## src/rtl/div_ctrl_pkg.sv

```systemverilog
// Shared defaults and types for the multi-channel clock divider.
// Optional feature macro: DIV_CTRL_SYNC_EN (adds the sync_in restart input).
package div_ctrl_pkg;
  localparam int NCH_DEF   = 3;
  localparam int DIV_W_DEF = 8;

  typedef enum logic [1:0] {
    CH_OFF  = 2'd0,
    CH_RUN  = 2'd1,
    CH_PEND = 2'd2
  } ch_state_e;

  typedef logic [1:0] ch_idx_t;
endpackage

```

## src/rtl/div_ctrl_chan.sv

```systemverilog
// One divider channel: half-period counter, shadow register for glitch-free updates, FSM.
// Optional feature macro: DIV_CTRL_SYNC_EN (sync_in restarts the channel in phase).
module div_ctrl_chan
  import div_ctrl_pkg::*;
#(
  parameter int DIV_W = DIV_W_DEF
) (
  input  logic             CLK_in,
  input  logic             RST,
`ifdef DIV_CTRL_SYNC_EN
  input  logic             sync_in,
`endif
  input  logic             wr,
  input  logic [DIV_W-1:0] wr_div,
  output logic             clk_out,
  output logic             tick,
  output logic             busy
);
  ch_state_e        state;
  logic [DIV_W-1:0] cnt;
  logic [DIV_W-1:0] div;
  logic [DIV_W-1:0] shadow;
  logic             term;

  assign term = (cnt == div - DIV_W'(1));

`ifdef DIV_CTRL_SYNC_EN
  logic             sync_hit;
  logic [DIV_W-1:0] sync_div;
  // A write in the sync cycle wins over any staged value; PEND never accepts writes.
  assign sync_hit = sync_in && (state != CH_OFF);
  assign sync_div = wr ? wr_div : ((state == CH_PEND) ? shadow : div);
`endif

  always_ff @(posedge CLK_in) begin
    if (RST) begin
      state   <= CH_OFF;
      cnt     <= '0;
      div     <= '0;
      shadow  <= '0;
      clk_out <= 1'b0;
      tick    <= 1'b0;
      busy    <= 1'b0;
`ifdef DIV_CTRL_SYNC_EN
    end else if (sync_hit) begin
      cnt     <= '0;
      clk_out <= 1'b0;
      busy    <= 1'b0;
      shadow  <= '0;
      tick    <= clk_out && (sync_div != '0);
      div     <= sync_div;
      state   <= (sync_div == '0) ? CH_OFF : CH_RUN;
`endif
    end else begin
      tick <= 1'b0;
      unique case (state)
        CH_OFF: begin
          if (wr && (wr_div != '0)) begin
            state   <= CH_RUN;
            div     <= wr_div;
            cnt     <= '0;
            clk_out <= 1'b0;
          end
        end
        CH_RUN: begin
          if (term) begin
            cnt     <= '0;
            clk_out <= !clk_out;
            tick    <= 1'b1;
          end else begin
            cnt <= cnt + DIV_W'(1);
          end
          // A write on a terminal-count cycle still waits for the next falling edge.
          if (wr) begin
            shadow <= wr_div;
            busy   <= 1'b1;
            state  <= CH_PEND;
          end
        end
        CH_PEND: begin
          if (term && clk_out) begin
            busy    <= 1'b0;
            shadow  <= '0;
            cnt     <= '0;
            clk_out <= 1'b0;
            if (shadow == '0) begin
              state <= CH_OFF;
              div   <= '0;
            end else begin
              state <= CH_RUN;
              div   <= shadow;
              tick  <= 1'b1;
            end
          end else if (term) begin
            cnt     <= '0;
            clk_out <= 1'b1;
            tick    <= 1'b1;
          end else begin
            cnt <= cnt + DIV_W'(1);
          end
        end
        default: state <= CH_OFF;
      endcase
    end
  end
endmodule

```

## src/rtl/div_ctrl.sv

```systemverilog
// Multi-channel programmable clock divider: write handshake decode plus NCH channel instances.
// Optional feature macro: DIV_CTRL_SYNC_EN (adds sync_in to restart all channels in phase).
module div_ctrl
  import div_ctrl_pkg::*;
#(
  parameter int NCH   = NCH_DEF,
  parameter int DIV_W = DIV_W_DEF
) (
  input  logic             CLK_in,
  input  logic             RST,
`ifdef DIV_CTRL_SYNC_EN
  input  logic             sync_in,
`endif
  input  logic             cfg_valid,
  output logic             cfg_ready,
  input  logic [1:0]       cfg_ch,
  input  logic [DIV_W-1:0] cfg_div,
  output logic [NCH-1:0]   clk_out,
  output logic [NCH-1:0]   tick,
  output logic [NCH-1:0]   busy
);
  logic [3:0] busy_ext;

  // Unimplemented channel indices read as ready so their writes are silently dropped.
  assign busy_ext  = 4'(busy);
  assign cfg_ready = !busy_ext[cfg_ch];

  for (genvar i = 0; i < NCH; i++) begin : g_ch
    logic wr;
    assign wr = cfg_valid && cfg_ready && (cfg_ch == ch_idx_t'(i));

    div_ctrl_chan #(.DIV_W(DIV_W)) u_chan (
      .CLK_in  (CLK_in),
      .RST     (RST),
`ifdef DIV_CTRL_SYNC_EN
      .sync_in (sync_in),
`endif
      .wr      (wr),
      .wr_div  (cfg_div),
      .clk_out (clk_out[i]),
      .tick    (tick[i]),
      .busy    (busy[i])
    );
  end
endmodule

```

## config.mk

```make
export PLATFORM = sky130hd
export DESIGN_NAME = div_ctrl
export DESIGN_NICKNAME = d
export VERILOG_FILES = /design/src/rtl/div_ctrl_pkg.sv /design/src/rtl/div_ctrl_chan.sv /design/src/rtl/div_ctrl.sv
export SDC_FILE = /design/constraint.sdc
export NUM_CORES = 1
export LEC_CHECK = 0
export ABC_AREA = 1
export CAP_MARGIN = 20
export CORE_MARGIN = 8
export CORE_UTILIZATION = 38
export CTS_BUF_LIST = sky130_fd_sc_hd__clkbuf_4 sky130_fd_sc_hd__clkbuf_8
export DETAILED_ROUTE_END_ITERATION = 8
export PLACE_DENSITY = 0.52
export SLEW_MARGIN = 20
export SYNTH_ARGS = -nofsm -noshare
export SYNTH_HDL_FRONTEND = slang
export SYNTH_SLANG_ARGS = --single-unit
```

## constraint.sdc

```tcl
create_clock -name CLK_in -period 5 [get_ports CLK_in]
set_input_delay 1.25 -clock CLK_in [delete_from_list [all_inputs] [get_ports CLK_in]]
set_output_delay 1.25 -clock CLK_in [all_outputs]
set_load 0.05 [all_outputs]
```

==> impl_metrics.toml <==
[status]
status = "complete, no violations"

[route]
viasPerCell = 4.65
wl_um = 13500
drc = 0
ant_nets = 0
initialDrtViolationCount = 281
num_vias = 5125
routedWlPerCell_um = 12.2
first_pass_iters = 4

[synthesis]
synth_nets = 944
synth.avg_cell_area_um2 = 6.31
synth_most_common_cell = "nand2_1"
ys_warn_count = 0
synth_area_leaders = "dfxtp_1, nand2_1, inv_1, nor2_1, nand3_1"
synth_edf_count = 0
ys_ff_latch = 87
synthFlopType = "dfxtp_1"
synth_common_cells = "nand2_1, inv_1, nor2_1, dfxtp_1, nand3_1"
async_flop_share_pct = 0
synth_top_cell_area_share_pct = 30.3
ys_types = 44
synthCells = 911
syn_area_um2 = 5750
yosysSeqAreaShare_pct = 30.3
yosys.area.top_type = "dfxtp_1"

[sta]
hold_slack_ns = 0.482
setup-tns-final_ns = 0
period_needed_ns = 4.21
rsz0062_at_grt = "false"
worstMarginPinSlew_ns = 0.739
finalMaxSlewViolations = 0
setup_viol = 0
fin_crit_sh_pct = 84.2
finalHoldViolCount = 0
fin_skew_ns = 0.0117
relSlewSlack_pct = 50.8
fmax_mhz = 238

[pwr]
p_switching_mw = 2.11
leakagePower_nw = 2.87
p_comb_share_pct = 60.7
switching_share_pct = 51.0
power_density_nw_per_um2 = 668
pwr-share-clk_pct = 12.5
finalPower_mw = 4.14
max-vdd-ir-drop_uv = 279
internal-power_mw = 2.03
power_frac_seq_pct = 26.9

[global_route]
antenna_found_initial = 0
grt_usage_pct = 14.2
first_global_vias = 4746
grt_max_degree = 39
grt_remaining_overflow = 0
grt_pass1_wl_um = 22800

[worst_setup_path]
crit_path_max_fanout = 5
cp.arrival_ns = 2.96
cp-end-kind = "output port"
crit_required_ns = 3.75
critPathKind = "in2out"
startpoint_type = "input pin"

[die]
die_h_um = 139
die_x_um = 139
coreArea_um2 = 15000
rows = 45
design.die.area_um2 = 19300
ios = 23
start_util_pct = 38.4

[flow_run]
cap_viol_max_count = 0

[placed_design]
gp_congestion = 0.777
io_buffers = 22
dpl-instance-area_um2 = 6010
hpwlAfterDp_um = 10000

[clock_network]
htree_num_levels = 3
postCtsHoldBufs = 0
clk_pin_slew_worst_paths_ns = 0.08
cts_tree = "done"
cts_setup_buffers = 0
clock_latency_ns = 0.37
clockBufferDepth = 2
numCtsBuffers = 9
cts_sinks = 87
clk_root_buffer_cell = "clkbuf_8"
post_cts_resized = 0

[min_path]
hold_path_class = "reg2reg"

[final_layout]
diodes = 0
synthToLayoutAreaGrowth_pct = 7.97
final_area_um2 = 6210
drive_gt1_share_pct = 7.11
nNetsFinal = 942
-- cells by family (layout without fill, tap and decap cells) --
family / Yosys count / in the layout / share of synthesized area [%]
flip-flops: 87 / 87 / 30.3
AND/OR/NAND/NOR: 492 / 492 / 38.1
XOR/XNOR: 21 / 21 / 3.20
adder cells (fa/ha/maj): 20 / 20 / 4.35
multiplexers: 1 / 1 / 0.174
buffers and inverters: 191 / 194 / 14.0
AO/OA/AOI/OAI: 99 / 99 / 9.90
-- layout make-up --
cell class | count | area, um2
Timing Repair Buffer | 23 | 240
Inverter | 155 | 589
Clock buffer | 12 | 153
Clock inverter | 4 | 45.0
Tap cell | 188 | 235
Multi-Input combinational cell | 633 | 3200
Sequential cell | 87 | 1740
Fill cell | 1619 | 8770
-- placed cells by master (no fill, tap or decap), types with 2 or more instances in the layout --
cell / instances
nand2_4: 6
o211ai_2: 2
o21ai_0: 15
clkinv_2: 3
a21o_1: 2
clkbuf_4: 2
nand3_1: 77
ha_1: 20
nand2_2: 5
nor2_2: 4
nor3_1: 7
clkbuf_8: 10
xor2_1: 14
o21ai_1: 8
nor4_1: 2
inv_1: 142
nand2_1: 211
a21oi_4: 2
xnor2_1: 7
inv_2: 11
or2_2: 3
nand3_2: 5
a21oi_1: 62
or2_1: 2
nand4_1: 31
a21oi_2: 3
nor2_1: 133
clkdlybuf4s50_1: 22
dfxtp_1: 87
-- per-layer routing --
| layer | vias to the layer above | GRT usage [%] | wire length, um |
|---|---|---|---|
| li1 | 2843 | - | - |
| met2 | 62 | 21.7 | 5660 |
| met1 | 2208 | 19.6 | 7200 |
| met3 | 12 | 2.27 | 438 |
| met5 | - | 0 | 0 |
| met4 | 0 | 5.31 | 195 |
-- worst max-delay path, stage by stage --
cell             delay (ns)
clkdlybuf4s50_1        0.54
inv_2                  0.08
nand3_1                0.10
nand3_2                0.12
inv_1                  0.08
clkdlybuf4s50_1        0.80
-- worst paths after layout --
check | start | slack, ns | depth (start not counted) | endpoint
hold / removal | g_ch[0].u_chan.shadow[0]$_SDFFE_PP0P_ | 0.48 | 2 | g_ch[0].u_chan.shadow[0]$_SDFFE_PP0P_
setup reg to reg | g_ch[0].u_chan.div[0]$_SDFFE_PP0P_ | 2.41 | 13 | g_ch[0].u_chan.shadow[3]$_SDFFE_PP0P_
hold reg to reg | g_ch[0].u_chan.shadow[0]$_SDFFE_PP0P_ | 0.48 | 2 | g_ch[0].u_chan.shadow[0]$_SDFFE_PP0P_
setup / recovery | cfg_ch[1] | 0.79 | 6 | cfg_ready
-- sequential cells by signal, summed over array words and instances, names as in the netlist --
| signal | flops |
|---|---|
| g_ch.u_chan.busy | 3 |
| g_ch.u_chan.clk_out | 3 |
| g_ch.u_chan.cnt | 24 |
| g_ch.u_chan.div | 24 |
| g_ch.u_chan.shadow | 24 |
| g_ch.u_chan.state | 6 |
| g_ch.u_chan.tick | 3 |
-- per-stage QoR --
step           worst slack (ns)  util, %  std cells
2_1_floorplan              1.89        -        911
3_3_place_gp              0.797     40.1       1086
3_5_place_dp              0.793     40.1       1086
4_1_cts                   0.782     41.4       1102
5_1_grt                   0.683     41.4       1102
6_report                  0.791     41.4       1102
-- power groups by stage --
| stage | Combinational [mW] | Sequential [mW] | Clock [mW] |
|---|---|---|---|
| after floorplan | 2.12 | 1.07 | 0 |
| after global placement | 2.52 | 1.13 | 0 |
| after detailed placement | 2.51 | 1.13 | 0 |
| after CTS | 2.52 | 1.12 | 0.537 |
| after global routing | 2.92 | 1.15 | 0.562 |
| final | 2.51 | 1.11 | 0.517 |
No activity file was read; power rests on OpenSTA's default activity.
==> edit, RTL diff (same flow settings) <==
Set the package constant `NCH_DEF` to 2 (it was 3).
--- a/src/rtl/div_ctrl_pkg.sv
+++ b/src/rtl/div_ctrl_pkg.sv
@@ -1,7 +1,7 @@
 // Shared defaults and types for the multi-channel clock divider.
 // Optional feature macro: DIV_CTRL_SYNC_EN (adds the sync_in restart input).
 package div_ctrl_pkg;
-  localparam int NCH_DEF   = 3;
+  localparam int NCH_DEF   = 2;
   localparam int DIV_W_DEF = 8;
 
   typedef enum logic [1:0] {
Interface: changed (resized busy, clk_out and tick); port bits go from 23 to 20. No check against the original RTL was run, so the function may have changed too.
==> edit against the unedited design <==
  * Power fell by 38%
  * Critical path type unchanged
  * Setup slack improved by 170 ps
  * Wire length fell by 31%
  * Synthesized area fell by 34%
  * Sequential cell count fell by 29
  * Cell area fell by 32%
  * Clock power fell by 22%
==> edit: results (changes against the unedited design) <==
| Metric | Value |
|---|---|
| Largest net degree at the start of global routing | `27 (-31%)` |
| Leakage | `1.89 nW (-34%)` |
| DR WL/cell | `12.3 microns (+0.59%)` |
| Startpoint of the worst hold path | `g_ch[1].u_chan.div[7]$_SDFFE_PP0P_` |
| Hold EP | `g_ch[1].u_chan.div[7]$_SDFFE_PP0P_` |
| Clock slew seen by the registers of the worst setup and hold paths | `60 ps (-20 ps)` |
| Filler instances | `1082 (-33%)` |
| Placer Congestion | `0.862 (+11%)` |
| Buffers, non-clock | `21 (-8.7%)` |
| IO buf count | `19 (-14%)` |
| Met3 track utilization from global routing | `0.0370 (+0.0143)` |
| Grt met1 use | `0.205 (+0.00924)` |
| Top cells by area, synth | `dfxtp_1 (31%), nand2_1 (15%), inv_1 (8.4%)` |
| GR Util met2 | `0.216 (-0.00123)` |
| Share of cells above drive strength 1 | `0.0628 (-0.00831)` |
| Multi-In Gates | `438 (-31%)` |
| Mux cell area share after synthesis | `0 (-0.00174)` |
| Inverter count | `88 (-43%)` |
| Top Registers | `g_ch.u_chan.cnt (16), g_ch.u_chan.div (16), g_ch.u_chan.shadow (16)` |
| Status | `finished, final reports clean` |
| Vias in the first global route | `3335 (-30%)` |
| Most frequent cells after synthesis | `nand2_1 (153), inv_1 (85), nor2_1 (81), dfxtp_1 (58), nand3_1 (58)` |
| CP Max Fanout | `3 (-2)` |
| First-pass GRT wire length | `15900 microns (-30%)` |
| Die Width | `116 microns (-16%)` |
| Seq_cells | `58 (-33%)` |
| Placed Cells | `738 (-32%)` |
| FF+latch area | `1160 sq um (-33%)` |
| Seq/Total Area, Yosys | `0.305 (+0.00216)` |
==> edit: cell count changes in the layout (fill, tap and decap cells not counted), moves of 14 or more <==
cell | unedited run | this run
dfxtp_1 | 87 | 58
nand3_1 | 77 | 58
nor2_1 | 133 | 81
nand4_1 | 31 | 17
inv_1 | 142 | 85
nand2_1 | 211 | 153
==> edit: power by group <==
group          leakage (nW)  switching [mW]  internal, mW
clock network        0.0974           0.193         0.208
logic                  1.32           0.995         0.490
registers             0.473           0.106         0.591
total                  1.89            1.29          1.29
==> edit: per-layer routing <==
layer	vias to the layer above	wire, microns
li1	1940	-
met1	1580	4990
met2	46	3830
met3	8	372
met4	0	96
met5	-	0
==> edit: worst max-delay path, delay by kind of cell <==
kind | cells | cell delay, ps
simple gates | 3 | 270
buf+inv | 2 | 1270
==> edit: stage by stage <==
stage / total power, mW / worst slack [ps]
floorplan: 1.92 / 1950
CTS: 2.60 / 947
detailed placement: 2.19 / 961
finish: 2.58 / 957
global placement: 2.17 / 970
global route: 2.86 / 839
